==> config.mk <==
export PLATFORM = sky130hd
export DESIGN_NAME = dmem_unit
export DESIGN_NICKNAME = d
export VERILOG_FILES = /design/src/rtl/dmem_unit.sv
export SDC_FILE = /design/constraint.sdc
export NUM_CORES = 2
export LEC_CHECK = 0
export BUFFER_PORTS_ARGS = -buffer_cell sky130_fd_sc_hd__buf_2
export CAP_MARGIN = 20
export CORE_MARGIN = 3
export CORE_UTILIZATION = 40
export DETAILED_ROUTE_END_ITERATION = 12
export SLEW_MARGIN = 10
export SYNTH_ARGS = -nofsm -noshare
export SYNTH_HDL_FRONTEND = slang
export SYNTH_SLANG_ARGS = --single-unit
==> constraint.sdc <==
create_clock -name clk -period 5.5 [get_ports clk]
set_input_delay 0.275 -clock clk [delete_from_list [all_inputs] [get_ports clk]]
set_output_delay 0.275 -clock clk [all_outputs]
set_load 0.03 [all_outputs]
==> src/rtl/dmem_unit.sv <==
// Data memory unit: word/half/byte loads and stores with a fixed 2-cycle load
// response, misalignment/illegal-size rejection and a fully clearing reset.
module dmem_unit #(
    parameter int unsigned DEPTH = 64
) (
    input  logic        clk,
    input  logic        rst,
    input  logic        req,
    input  logic        MemWrite,
    input  logic [2:0]  DMType,
    input  logic [31:0] addr,
    input  logic [31:0] din,
    output logic        ready,
    output logic [31:0] dout,
    output logic        rvalid,
    output logic        err
);
    localparam int unsigned IDX_W = $clog2(DEPTH);

    localparam logic [2:0] DT_WORD = 3'd0;
    localparam logic [2:0] DT_HS   = 3'd1;
    localparam logic [2:0] DT_HU   = 3'd2;
    localparam logic [2:0] DT_BS   = 3'd3;
    localparam logic [2:0] DT_BU   = 3'd4;

    typedef enum logic [1:0] {
        IDLE = 2'd0,
        READ = 2'd1,
        RESP = 2'd2
    } state_e;

    state_e             state_q, state_d;
    logic [31:0]        mem_q [DEPTH];
    logic [1:0]         off_q;
    logic [2:0]         type_q;
    logic [IDX_W-1:0]   idx_q;
    logic               bad_q;
    logic [31:0]        rdata_q;
    logic [31:0]        dout_q;
    logic               rvalid_q;
    logic               err_q;
    logic               ready_q;

    logic               ld_accept_c;
    logic               st_accept_c;
    logic               bad_c;
    logic [3:0]         be_c;
    logic [31:0]        wdata_c;
    logic [31:0]        sh_c;
    logic [31:0]        ext_c;
    logic [IDX_W-1:0]   widx_c;
    logic               unused_c;

    assign widx_c   = addr[IDX_W+1:2];
    assign unused_c = ^addr[31:IDX_W+2];

    assign ready  = ready_q;
    assign dout   = dout_q;
    assign rvalid = rvalid_q;
    assign err    = err_q;

    // State register
    always_ff @(posedge clk) begin
        if (rst) state_q <= IDLE;
        else     state_q <= state_d;
    end

    // Next-state and request acceptance
    always_comb begin
        state_d     = state_q;
        ld_accept_c = 1'b0;
        st_accept_c = 1'b0;
        case (state_q)
            IDLE: begin
                if (req) begin
                    if (MemWrite) begin
                        st_accept_c = 1'b1;
                    end else begin
                        ld_accept_c = 1'b1;
                        state_d     = READ;
                    end
                end
            end
            READ:    state_d = RESP;
            RESP:    state_d = IDLE;
            default: state_d = IDLE;
        endcase
    end

    // Access legality and store lane enables / replicated store data
    always_comb begin
        bad_c   = 1'b0;
        be_c    = 4'b0000;
        wdata_c = din;
        case (DMType)
            DT_WORD: begin
                bad_c = (addr[1:0] != 2'b00);
                be_c  = 4'b1111;
            end
            DT_HS, DT_HU: begin
                bad_c   = addr[0];
                be_c    = addr[1] ? 4'b1100 : 4'b0011;
                wdata_c = {din[15:0], din[15:0]};
            end
            DT_BS, DT_BU: begin
                be_c    = 4'(4'b0001 << addr[1:0]);
                wdata_c = {4{din[7:0]}};
            end
            default: bad_c = 1'b1;
        endcase
    end

    // Load field extraction and extension from the captured read word
    always_comb begin
        sh_c  = rdata_q >> {off_q, 3'b000};
        ext_c = '0;
        case (type_q)
            DT_WORD: ext_c = rdata_q;
            DT_HS:   ext_c = {{16{sh_c[15]}}, sh_c[15:0]};
            DT_HU:   ext_c = {16'h0000, sh_c[15:0]};
            DT_BS:   ext_c = {{24{sh_c[7]}}, sh_c[7:0]};
            DT_BU:   ext_c = {24'h000000, sh_c[7:0]};
            default: ext_c = '0;
        endcase
        if (bad_q) ext_c = '0;
    end

    // Storage: cleared on reset, lane-masked write on a legal store
    always_ff @(posedge clk) begin
        if (rst) begin
            for (int i = 0; i < int'(DEPTH); i++) mem_q[i] <= '0;
        end else if (st_accept_c && !bad_c) begin
            for (int b = 0; b < 4; b++) begin
                if (be_c[b]) mem_q[widx_c][8*b +: 8] <= wdata_c[8*b +: 8];
            end
        end
    end

    // Load capture, read pipeline and registered response outputs
    always_ff @(posedge clk) begin
        if (rst) begin
            off_q    <= '0;
            type_q   <= '0;
            idx_q    <= '0;
            bad_q    <= 1'b0;
            rdata_q  <= '0;
            dout_q   <= '0;
            rvalid_q <= 1'b0;
            err_q    <= 1'b0;
            ready_q  <= 1'b1;
        end else begin
            rvalid_q <= 1'b0;
            err_q    <= 1'b0;
            ready_q  <= (state_d == IDLE);
            if (ld_accept_c) begin
                off_q  <= addr[1:0];
                type_q <= DMType;
                idx_q  <= widx_c;
                bad_q  <= bad_c;
            end
            if (st_accept_c && bad_c) err_q <= 1'b1;
            if (state_q == READ) rdata_q <= mem_q[idx_q];
            if (state_q == RESP) begin
                dout_q   <= ext_c;
                rvalid_q <= 1'b1;
                err_q    <= bad_q;
            end
        end
    end

endmodule

======== Word-level counts from Yosys, hierarchy flattened ========
Memories as Yosys holds them, arrays and structs flattened. A register that Yosys moved wholly into a read port is not among the register bits.
Cells that the tools add are included.
storage, ports and cells
  bits in writable memories ............... 2048
  logic and storage cells ................. 72
  memories ................................ 1
  input bits .............................. 71
  output and inout port bits .............. 35
  bits in registers ....................... 49
memory list
  memory  words  width  read ports  clocked after Yosys merged registers in  wr ports  RTL line  text
  mem_q   64     32     1           1                                        64        33        logic [31:0] mem_q [DEPTH];
cells by class
  shift operators ......................... 2
  eq/ne operators ......................... 10
  reductions and logical operators ........ 11
  muxes and demuxes ....................... 39
operators with widths
  operator               count
  $pmux W32 S5           1
  $mux W32               2
  $pmux W32 S2           1
  $reduce_or A32 Y1      1
  $shr A32 B5 Y16        1
  $mux W1                27
  $eq A3 B2 Y1 const B   4
  $pmux W4 S3            1
  $mux W4                2
  $eq A3 B1 Y1 const B   2
  $eq A3 B3 Y1 const B   2
  $logic_not A3 Y1       2
  $mux W6                1
  $logic_not A2 Y1       2
  $mux W2                2
  $pmux W2 S2            1
  $reduce_or A2 Y1       2
  $shl A1 B2 Y4 const A  1
  $pmux W1 S3            1
  $eq A2 B1 Y1 const B   1
  $eq A2 B2 Y1 const B   1
  $logic_and A1 B1 Y1    2
  $reduce_bool A2 Y1     1
  $logic_not A1 Y1       1

======== Logic depth before layout (Yosys ltp) ========
  word-level depth ........................ 10
  depth in mapped cells ................... 11
  mapped depth without buffers ............ 6

======== Least setup slack after synthesis ========
OpenSTA, ideal clock, no wires.
  kind .................................... input -> register
  start ................................... input port DMType[0]
  end ..................................... memory mem_q[0][10] (enable)
  data arrival time ....................... 2.355 ns
  setup time .............................. 0.375 ns
  cell stages on the path ................. 10
  path buffers ............................ 4
  path slack .............................. 2.770 ns
  required time ........................... 5.125 ns
  path through ............................ buf_2 -> nor2_1 -> nand2_1 -> o21ai_2 -> a22oi_1 -> or3_1 -> clkbuf_1 -> clkbuf_1 -> buf_2 -> o21bai_1
RTL lines
  item                RTL line  text
  start: declaration  10        input logic [2:0] DMType,
  end: declaration    33

==> impl_metrics.tcl <==
set metrics [dict create \
    cts.clk_slew.worst_paths_ps 60 \
    r2r_cells 5 \
    core_sq_mm 0.241 \
    cpPeakStageDelay_ps 820 \
    synth_common_cells "2,048 x edfxtp_1, 1,030 x nor3_1, 686 x nor2_1" \
    skew_ps 31.8 \
    clock_sinks 2129 \
    syn_avg_cell_area_sq_um 13.4 \
    startpoint_type "input pin" \
    drt-pass1-iter-count 6 \
    insertion_delay_ps 870 \
    synth_top_area_share 0.631 \
    critPathArrivalTime_ps 4350 \
    min_period_over_period 0.703 \
    crit_path_end_kind "flop" \
    async_reset_ff_frac 0 \
    critPathKind "input pin to flop" \
    timing.fmax_mhz 259 \
    p_leak_nw 36.2 \
    post-cts-setup-buffer-count 0 \
    htree_levels 4 \
    min_period_ps 3870 \
    hold_path_end "mem_q[44][22]$_SDFFCE_PN0P_" \
    overflow 0 \
    reg2reg_slack_ps 1670 \
    area_growth_pct 10.9 \
    antenna_found_initial 7 \
    netlist_instances 7296 \
    globalRouteTotalUtil 0.241 \
    nNetsFinal 7148 \
    fin_setup_tns_ps 0 \
    grt_pass1_wl_um 443000 \
    tightest_slew_ps 1220 \
    drc_errors 0 \
    multi_input_area_sq_mm 0.0314 \
    hold_class "input pin to flop" \
    fill_cells 21400 \
    die_y_um 499 \
    yosys.cell_types.count 59 \
    ys_warn_count 0 \
    critical_path.top_delay_family "simple AND/OR/NAND/NOR gates" \
    cts_max_path_buffers 3 \
    rsz0062_at_grt "false" \
    synth_area_leader_cell "edfxtp_1" \
    grt_pass1_vias 63100 \
    wl_um 308000 \
    io_pins 106 \
    crit_path_cell_trace "dlygate4sd3_1 -> buf_2 -> nor2_1 -> nand2_1 -> o21ai_2 -> a22oi_1 -> or3_4 -> buf_12 -> o21bai_1" \
    final_max_slew_viol_count 0 \
    ir_drop_v 0.000376 \
    hold_viol 0 \
    utilization 0.447 \
    portBuffers 81 \
    dieArea_sq_mm 0.249 \
    drv_cap 0 \
    avgRoutedWirePerCell_um 29.5 \
    clock-root-buffer "clkbuf_16" \
    drt_iter0_markers 7587 \
    worstPathRequired_ps 5980 \
    row_count 180 \
    max-slew-margin-rel 0.185 \
    hold_depth 4 \
    dieWidth_um 499 \
    ys_ff_latch 2129 \
    synth_flop_cell "edfxtp_1" \
    globalplace.congestion 0.906 \
    synth_nets 7367 \
    viasPerCell 6.22 \
    netlist_area_sq_mm 0.0974 \
    synth-seq-area-share 0.648 \
    drive_gt1_frac 0.128 \
    reg2reg_to "mem_q[63][29]$_SDFFCE_PN0P_" \
    ant_nets 0 \
    cts_tree "yes" \
    regArea_sq_mm 0.0631 \
    synth.area.top_cells "edfxtp_1 63%, mux2i_1 6.3%, mux4_2 5.4%" \
    synth-edff-count 2048 \
    rr_startpoint "state_q[0]$_SDFF_PP0_" \
    yosysMostFrequentCell "edfxtp_1" \
    power.density_mw_per_mm2 327 \
    grt_max_degree 185 \
    crit_fanout 86 \
    slowest_stage "nor2_1" \
    via_count 64900 \
    start_util 0.403 \
    critPathBufInv 3 \
    numCtsBuffers 206 \
    hp-start "din[22]" \
    dpl.hpwl_um 195000 \
    setup_violations 0 \
    status "finished, final reports clean" \
]
[logic make-up (layout without fill, tap and decap cells)]
group	Yosys count	after routing	synth area share
other	0	5	0
muxes	858	858	0.118
buffers and inverters	799	754	0.0337
DFF	2129	2129	0.648
AOI/OAI and AO/OA	935	935	0.0700
xor gates and xnor gates	5	5	0.000450
and+or+nand+nor	2570	2570	0.129
[state kept, by name, indices dropped and copies added, names as in the netlist]
register	cells
state_q	2
dout	32
err	1
bad_q	1
mem_q	2048
rdata_q	32
idx_q	6
rvalid	1
type_q	3
off_q	2
ready	1
[repair_timing]
action | 4_1_cts | 5_1_grt
resized for setup | 0 | 0
hold buffers | 25 | 0
endpoints found under the hold margin | 61 | 0
[worst max path at each step]
stage	startpoint	endpoint	cells after the start
after floorplan	DMType[0]	mem_q[0][10]$_SDFFCE_PN0P_	10
after global placement	DMType[1]	mem_q[54][9]$_SDFFCE_PN0P_	8
after detailed placement	DMType[1]	mem_q[6][9]$_SDFFCE_PN0P_	8
after CTS	idx_q[2]$_SDFFE_PP0P_	rdata_q[22]$_SDFFE_PP0P_	7
after global routing	DMType[1]	mem_q[54][9]$_SDFFCE_PN0P_	9
final	DMType[1]	mem_q[29][9]$_SDFFCE_PN0P_	9
[worst register-to-register path, stage by stage, from the launching register on]
cell      delay [ps]
dfxtp_1          340
nand3b_1         210
or3b_1           690
nand2b_4         770
buf_4            570
o21bai_1         870
[layout by cell type (no fill, tap or decap), drive strengths merged, types with 21 or more instances in the layout]
| master | n |
|---|---|
| a2111oi | 21 |
| a21o | 89 |
| a21oi | 120 |
| a221oi | 36 |
| a22o | 36 |
| a22oi | 171 |
| a31oi | 38 |
| and2 | 46 |
| and3 | 477 |
| buf | 338 |
| clkbuf | 268 |
| clkinv | 89 |
| dfxtp | 81 |
| dlygate4sd3 | 25 |
| edfxtp | 2048 |
| mux2i | 622 |
| mux4 | 233 |
| nand2 | 195 |
| nand2b | 72 |
| nor2 | 686 |
| nor3 | 1030 |
| o21ai | 34 |
| o21bai | 128 |
| o221ai | 85 |
| o22ai | 89 |
[stage by stage]
step           worst slack (ps)  total power [mW]  area, sq um  hold WS (ps)  instances
2_1_floorplan              2770              20.4        97400           457       7296
3_3_place_gp               1380              21.6       101000           449      10000
3_5_place_dp               1380              21.7       101000           448      10000
4_1_cts                    1740              35.4       108000          8.28      10400
5_1_grt                    1470              36.2       108000          17.1      10400
6_report                   1630              35.3       108000          36.8      10400
[power breakdown]
group	internal (mW)	switching [mW]	leakage (nW)
Sequential	18.3	0.225	21.7
Clock	7.72	6.21	3.19
Combinational	0.793	2.11	11.3
Total	26.8	8.54	36.2
[layer usage]
| metal | routed length (um) | GRT usage | share of wire |
|---|---|---|---|
| met3 | 29400 | 0.0478 | 0.096 |
| met1 | 120000 | 0.324 | 0.39 |
| met5 | 13 | 0 | 0.000042 |
| met4 | 12700 | 0.0937 | 0.041 |
| met2 | 145000 | 0.385 | 0.47 |
[cell type report]
class                      instances  share of cell area
sequential                      2129               0.585
multi-input combinational       4368               0.290
clock buffer                     268              0.0514
inverter                           9            0.000313
clock inverter                   114             0.00879
timing repair buffer             363              0.0276
tap                             3185              0.0369
antenna                            5            0.000116
No activity file was read; power rests on OpenSTA's default activity.
